### src/rtl/spm_bus_if.sv
// spm_bus_if: per-stage memory access front end (IF or MEM stage).
// Word accesses whose addr[29:27] matches SPM_REGION go straight to one port
// of the dual-port scratchpad with zero wait. Every other access requests the
// shared system bus, and the stage is held with busy until ready returns.
// Optional feature macro: SPM_BUS_IF_TIMEOUT_EN. When it is defined, an access
// that has no ready after TIMEOUT_CYC cycles is aborted and bus_err pulses.
module spm_bus_if #(
  parameter logic [2:0] SPM_REGION  = 3'd1,
  parameter logic [7:0] TIMEOUT_CYC = 8'd255
) (
  input  logic        clk,
  input  logic        reset_,
  input  logic        stall,
  input  logic        flush,
  input  logic [29:0] addr,
  input  logic        as_,
  input  logic        rw,
  input  logic [31:0] wr_data,
  output logic [31:0] rd_data,
  output logic        busy,
  output logic [11:0] spm_addr,
  output logic        spm_as_,
  output logic        spm_rw,
  output logic [31:0] spm_wr_data,
  input  logic [31:0] spm_rd_data,
  output logic        bus_req_,
  input  logic        bus_grnt_,
  output logic [29:0] bus_addr,
  output logic        bus_as_,
  output logic        bus_rw,
  output logic [31:0] bus_wr_data,
  input  logic [31:0] bus_rd_data,
  input  logic        bus_rdy_,
  output logic        bus_err
);

  localparam logic READ = 1'b1;

  typedef enum logic [1:0] {IDLE, REQ, ACCESS, STALL} state_t;

  state_t      state, state_nx;
  logic [31:0] rd_buf, rd_buf_nx;
  logic        bus_req_nx, bus_as_nx, bus_rw_nx;
  logic [29:0] bus_addr_nx;
  logic [31:0] bus_wr_data_nx;
  logic        spm_sel, bus_start, timeout;

`ifdef SPM_BUS_IF_TIMEOUT_EN
  logic [7:0]  cnt, cnt_nx;

  // Abort only when the limit is reached and ready is still absent.
  assign timeout = (state == ACCESS) && bus_rdy_ && (cnt == TIMEOUT_CYC);
  assign bus_err = timeout;

  // Cycle counter for the current bus access.
  always_ff @(posedge clk or negedge reset_) begin
    if (!reset_) cnt <= '0;
    else         cnt <= cnt_nx;
  end
`else
  logic        unused_timeout_cyc;

  assign unused_timeout_cyc = ^TIMEOUT_CYC;
  assign timeout            = 1'b0;
  assign bus_err            = 1'b0;
`endif

  assign spm_sel   = (state == IDLE) && !flush && !as_ && (addr[29:27] == SPM_REGION);
  assign bus_start = (state == IDLE) && !flush && !as_ && (addr[29:27] != SPM_REGION);

  assign spm_addr    = addr[11:0];
  assign spm_as_     = !spm_sel;
  assign spm_rw      = rw;
  assign spm_wr_data = wr_data;

  // State and registered bus-side outputs.
  always_ff @(posedge clk or negedge reset_) begin
    if (!reset_) begin
      state       <= IDLE;
      rd_buf      <= '0;
      bus_req_    <= 1'b1;
      bus_as_     <= 1'b1;
      bus_addr    <= '0;
      bus_rw      <= READ;
      bus_wr_data <= '0;
    end else begin
      state       <= state_nx;
      rd_buf      <= rd_buf_nx;
      bus_req_    <= bus_req_nx;
      bus_as_     <= bus_as_nx;
      bus_addr    <= bus_addr_nx;
      bus_rw      <= bus_rw_nx;
      bus_wr_data <= bus_wr_data_nx;
    end
  end

  // Next-state logic and stage-side outputs.
  always_comb begin
    state_nx       = state;
    rd_buf_nx      = rd_buf;
    bus_req_nx     = bus_req_;
    bus_as_nx      = bus_as_;
    bus_addr_nx    = bus_addr;
    bus_rw_nx      = bus_rw;
    bus_wr_data_nx = bus_wr_data;
    busy           = 1'b0;
    rd_data        = '0;
`ifdef SPM_BUS_IF_TIMEOUT_EN
    cnt_nx         = cnt;
`endif
    case (state)
      IDLE: begin
        if (spm_sel) rd_data = spm_rd_data;
        if (bus_start) begin
          bus_addr_nx    = addr;
          bus_rw_nx      = rw;
          bus_wr_data_nx = wr_data;
          bus_req_nx     = 1'b0;
          state_nx       = REQ;
        end
      end
      REQ: begin
        busy = 1'b1;
        if (!bus_grnt_) begin
          bus_as_nx = 1'b0;
          state_nx  = ACCESS;
`ifdef SPM_BUS_IF_TIMEOUT_EN
          cnt_nx    = '0;
`endif
        end
      end
      ACCESS: begin
        bus_as_nx = 1'b1;
        if (!bus_rdy_) begin
          rd_data        = bus_rd_data;
          bus_req_nx     = 1'b1;
          bus_addr_nx    = '0;
          bus_rw_nx      = READ;
          bus_wr_data_nx = '0;
          if (bus_rw == READ) rd_buf_nx = bus_rd_data;
          state_nx       = stall ? STALL : IDLE;
        end else if (timeout) begin
          bus_req_nx = 1'b1;
          rd_buf_nx  = '0;
          state_nx   = stall ? STALL : IDLE;
        end else begin
          busy = 1'b1;
`ifdef SPM_BUS_IF_TIMEOUT_EN
          cnt_nx = cnt + 8'd1;
`endif
        end
      end
      STALL: begin
        rd_data = rd_buf;
        if (!stall) state_nx = IDLE;
      end
      default: state_nx = IDLE;
    endcase
  end

endmodule

### config.mk
export PLATFORM = sky130hd
export DESIGN_NAME = spm_bus_if
export DESIGN_NICKNAME = d
export VERILOG_FILES = /design/src/rtl/spm_bus_if.sv
export SDC_FILE = /design/constraint.sdc
export NUM_CORES = 1
export LEC_CHECK = 0
export CAP_MARGIN = 10
export CORE_MARGIN = 2
export CORE_UTILIZATION = 38
export DETAILED_ROUTE_END_ITERATION = 10
export PLACE_DENSITY_LB_ADDON = 0.3
export SLEW_MARGIN = 20
export SYNTH_ARGS = -nofsm -noshare
export SYNTH_HDL_FRONTEND = slang
export SYNTH_SLANG_ARGS = --single-unit
### constraint.sdc
create_clock -name clk -period 2.57 [get_ports clk]
set_input_delay 0.3855 -clock clk [delete_from_list [all_inputs] [get_ports clk]]
set_output_delay 0.3855 -clock clk [all_outputs]
set_load 0.1 [all_outputs]
---- Yosys cells after proc, flatten, opt, wreduce, memory -nomap -nowiden ----
Cells that the tools add are included.
word-level totals
  register bits ........................... 99
  output and inout port bits .............. 145
  word-level logic and storage cells ...... 55
  input bits .............................. 134
operators by class
  mux-type cells .......................... 24
  reductions and logical operators ........ 14
  equal/unequal tests ..................... 9
  bitwise logic cells ..................... 1
operator list
  kind                                                                     count
  32-bit two-way mux                                                       4
  32-bit one-hot mux with 3 select lines                                   1
  32-bit one-hot mux with 2 select lines                                   1
  30-bit two-way mux                                                       2
  30-bit one-hot mux with 2 select lines                                   1
  2-bit two-way mux                                                        5
  2-bit inequality test, second input constant                             4
  1-bit one-hot mux with 2 select lines                                    4
  2-bit one-hot mux with 4 select lines                                    1
  3-bit AND reduction                                                      2
  1-bit two-way mux                                                        5
  2-bit == test, second input constant                                     2
  1-bit logical AND                                                        4
  4-bit AND reduction                                                      1
  2-bit nonzero test                                                       2
  3-bit by 1-bit == test with 1-bit output, second input constant          1
  1-bit logical NOT                                                        3
  3-bit by 1-bit inequality test with 1-bit output, second input constant  1
  2-bit by 1-bit == test with 1-bit output, second input constant          1
  2-bit logical NOT                                                        1
  2-bit AND reduction                                                      1
  1-bit NOT                                                                1

---- Logic depth before layout (Yosys ltp) ----
  word-level depth ........................ 6
  depth in mapped cells ................... 8
  gate-level depth less buffers ........... 5

---- Least setup slack after synthesis ----
Ideal clock, no wire load.
  path type ............................... register -> output
  start ................................... register state[0]
  end ..................................... output rd_data[10]
  stages on the path, launching flop included .. 8
  buffers on the path ..................... 2
  slack ................................... -404 ps
  required time ........................... 2184 ps
  arrival time ............................ 2589 ps
  path through ............................ dfrtp_1 -> inv_1 -> ha_1 -> nor2b_1 -> buf_2 -> clkbuf_1 -> a222oi_1 -> nor2_1
on the way
  word-level cells in the longest chain between the ends .. 6
  elaborated cells between the ends (all ways) .. 8
  classes of those cells .................. eq/ne: 2; mux: 2; reduce/logical: 4
ends and longest elaborated chain
  item                                        RTL line  text
  start, declared                             41        state_t state, state_nx;
  start signal, assigned                      87        state <= state_nx;
  2-bit logical NOT                           68, 111
  1-bit logical AND (3 in a row)              68        assign spm_sel = (state == IDLE) && !flush && !as_ && (addr[29:27] == SPM_REGION);
  32-bit two-way mux                          113       if (spm_sel) rd_data = spm_rd_data;
  32-bit one-hot mux with 3 select lines (*)  111       case (state)
  end, declared                               19        output logic [31:0] rd_data,
Mark *: on every way between the ends. The rest lies on a longest branch, timed or not.

---- Final worst setup path ----
  start ................................... input addr[27]
  end ..................................... output rd_data[4]
on the way
  word-level cells in the longest chain between the ends .. 4
ends and longest elaborated chain
  item                                      RTL line  text
  start, declared                           15        input logic [29:0] addr,
  3-bit by 1-bit == test with 1-bit output  68
  1-bit logical AND                         68
  32-bit two-way mux                        113
  32-bit one-hot mux with 3 select lines    111
No other way between the ends.

==> summary.txt <==
Routing
  – Met2 WL: ~7000 µm
  – M1 wire length: 5913 µm
  – Iteration-0 DRC Markers: approximately 340
  – Vias per cell: approximately 5.2
  – 1st-pass router iterations: 6
  – Total Wirelength: about 14000 µm
  – Metal3 WL: ~1200 µm
  – Avg WL per Cell: between 15 and 20 µm
  – Via count: ~4000
  – Top Layer Used: met4
  – DRC: 0
  – ANT nets after route: 0

Floorplan
  – CORE AREA: 12110 µm²
  – FP Rows: 40
  – Die height: between 100 and 150 µm
  – DIE AREA: around 13000 µm²
  – Initial Utilization: between 30% and 40%
  – Die width: about 120 µm
  – # IOs: 279

Yosys
  – FFs w/ async S/R, synth: 100.0%
  – Most used flip-flop cell after synthesis: dfrtp_1
  – Leading area contributor after synthesis: dfrtp_1
  – Share of the synthesized area in the top cell type: 50.67%
  – Register area share after synthesis: 52.34%
  – Synth cell types: 36
  – Number of synthesized flops with an enable pin: 0
  – Yosys warnings: 0
  – Largest cells by area after synthesis: dfrtp_1 51%, a22o_1 11%, mux2_2 7.4%
  – Flops & latches, synth: 99
  – Post-Syn Nets: roughly 520
  – Synthesized area: approximately 4700 µm²
  – Syn Area/Cell: 12.44 µm²
  – Gate Count Post-Synth: ~380

Cells and area
  – Area growth syn-to-layout: 65.58%
  – Most frequent cells in the layout: 130 x clkdlybuf4s50_1, 122 x buf_4, 96 x dfrtp_1
  – Layout cells sized above 1: 41.34%
  – Leading cell type in the layout, fill and taps excluded: clkdlybuf4s50_1
  – Non-filler cells, final: between 700 and 800
  – Final #Nets: 746
  – # diodes: 0

Timing
  – Final Skew: slightly above 0.004 ns
  – Slew Limit Fails: 0
  – Setup-failing EPs final: 0
  – Fin crit period: ~2.5 ns
  – Peak Freq: ~0.4 GHz
  – Setup_tns: 0 ns
  – Slew HR: between 40% and 50%
  – Worst-margin pin slew: 0.7525 ns
  – Tcrit/Tclk final: between 90 and 100%
  – Fin. Hold Viols: 0

Outcome
  – Run status: completed

Placed design
  – Gpl congestion: about 0.78
  – Placed Instances: 760
  – Post-DP HPWL: approximately 10000 µm
  – IO buf count: between 200 and 300

GRT
  – All-Layer GR Usage: between 20 and 25%
  – Pin count of the biggest net entering global routing: between 60 and 70
  – First-pass GRT wire length: about 21000 µm
  – GRT overflow: 0
  – Initial antenna violation count: 0
  – Vias in the first global route: about 4100

Clocking
  – CTS clock-pin slew for the worst setup and hold paths: roughly 0.060 ns
  – CTS H-tree depth: 3
  – Hold_buf cts: 0
  – CTS tree: done
  – TritonCTS Buffers: 9
  – Worst skew pair latency: roughly 0.34 ns
  – Longest Clk Path Bufs: 2
  – Clock sinks: 99
  – Root Buffer: clkbuf_16

Run
  – Maxcap violations: 0

Setup path
  – Crit-path max cell delay: 0.49 ns
  – WS Path Type: in -> out
  – Slowest-stage cell, CP: clkdlybuf4s50_1
  – WP buf/inv: 3
  – Crit-path max FO: 16
  – Critical Path RT: around 2.2 ns
  – CP Data Arrival Time: ~2.1 ns
  – Crit end category: output port
  – CP Launch Type: primary input
  – CP Cell Sequence: clkdlybuf4s50_1 -> nor3b_4 -> and3_4 -> clkbuf_16 -> a222oi_1 -> nor2_2 -> buf_12
  – Crit-path leading delay family: buffers and inverters

Min path
  – Path category of the worst min-delay check: in -> async
cell usage after synthesis, types with 2 or more instances:
| library cell | n |
|---|---|
| a222oi_1 | 32 |
| buf_8 | 3 |
| buf_6 | 13 |
| inv_1 | 4 |
| a21oi_1 | 4 |
| nand2_1 | 5 |
| clkbuf_1 | 12 |
| buf_4 | 46 |
| mux2_2 | 31 |
| buf_2 | 4 |
| a22o_1 | 60 |
| a22oi_1 | 2 |
| a31oi_1 | 2 |
| nor2_1 | 35 |
| nand3_1 | 2 |
| dfrtp_1 | 96 |
| ha_1 | 4 |
| dfstp_2 | 3 |
| o2bb2ai_1 | 2 |
| nor2b_1 | 5 |
state kept, by name (all words and copies together) (netlist names):
| register | flops |
|---|---|
| bus_wr_data | 32 |
| rd_buf | 32 |
| bus_addr | 30 |
| state | 2 |
| bus_as_ | 1 |
| bus_req_ | 1 |
| bus_rw | 1 |
final timing paths:
| kind | from | end | slack, ns | depth (start not counted) |
|---|---|---|---|---|
| worst max-delay path | addr[27] | rd_data[4] | 0.07 | 7 |
| worst min-delay path | reset_ | bus_addr[2]$_DFFE_PN0P_ | 0.11 | 1 |
| worst max register to register | state[1]$_DFFE_PN0P_ | bus_wr_data[29]$_DFFE_PN0P_ | 0.37 | 6 |
| worst min register to register | bus_req_$_DFFE_PN1P_ | bus_req_$_DFFE_PN1P_ | 0.48 | 2 |
| max in group asynchronous | reset_ | bus_wr_data[7]$_DFFE_PN0P_ | 1.73 | 2 |
| min in group clk | bus_req_$_DFFE_PN1P_ | bus_req_$_DFFE_PN1P_ | 0.48 | 2 |
layer usage:
metal  global-route usage, %  vias up
li1                        -     1847
met1                   25.77     1980
met2                   34.97      205
met3                   4.812       14
met4                   5.952        0
met5                       0        -
kinds of logic after synthesis:
kind of cell	share of synthesized area [%]
DFF	52.34
adders and majority gates	1.056
and+or+nand+nor	5.464
other	0.07910
buffers and inverters	13.12
muxes	7.812
AOI/OAI and AO/OA	20.14
final cells by class:
class,count,area [µm²]
clock inverters,4,98.84
repair buffers,295,3064
clock buffers,11,232.7
fillers,951,4262
inverters,4,15.01
well taps,168,210.2
flip-flops and latches,99,2481
multi-input cells,199,1748
worst register-to-register path, cell delays in order (launching register included):
cell	delay, ns
dfrtp_1	0.40
inv_1	0.12
ha_2	0.27
nand3b_1	0.21
nor2_4	0.59
buf_4	0.36
a22o_1	0.18
timing repair:
action | 4_1_cts | 5_1_grt
gates resized for setup | 1 | 6
cloned | 0 | 2
endpoints found under the setup margin | 13 | 32
setup buffers | 0 | 3
endpoints found under the hold margin | 0 | 0
pin swaps | 3 | 11
metrics by stage:
stage          setup WS [ns]  hold WS (ns)  instance area, µm²  util [%]
5_1_grt           -0.0006675        0.1794                7850     64.81
6_report             0.06547        0.1142                7850     64.81
4_1_cts              0.01907        0.1464                7756     64.04
2_1_floorplan        0.04273       0.08991                4823         -
3_5_place_dp         0.02420        0.4698                7422     61.28
3_3_place_gp         0.05105        0.4653                7422     61.28
Power is left out: the tool's default activity adds up to more than one toggle a clock period on the data nets, which glitch-free logic cannot reach.
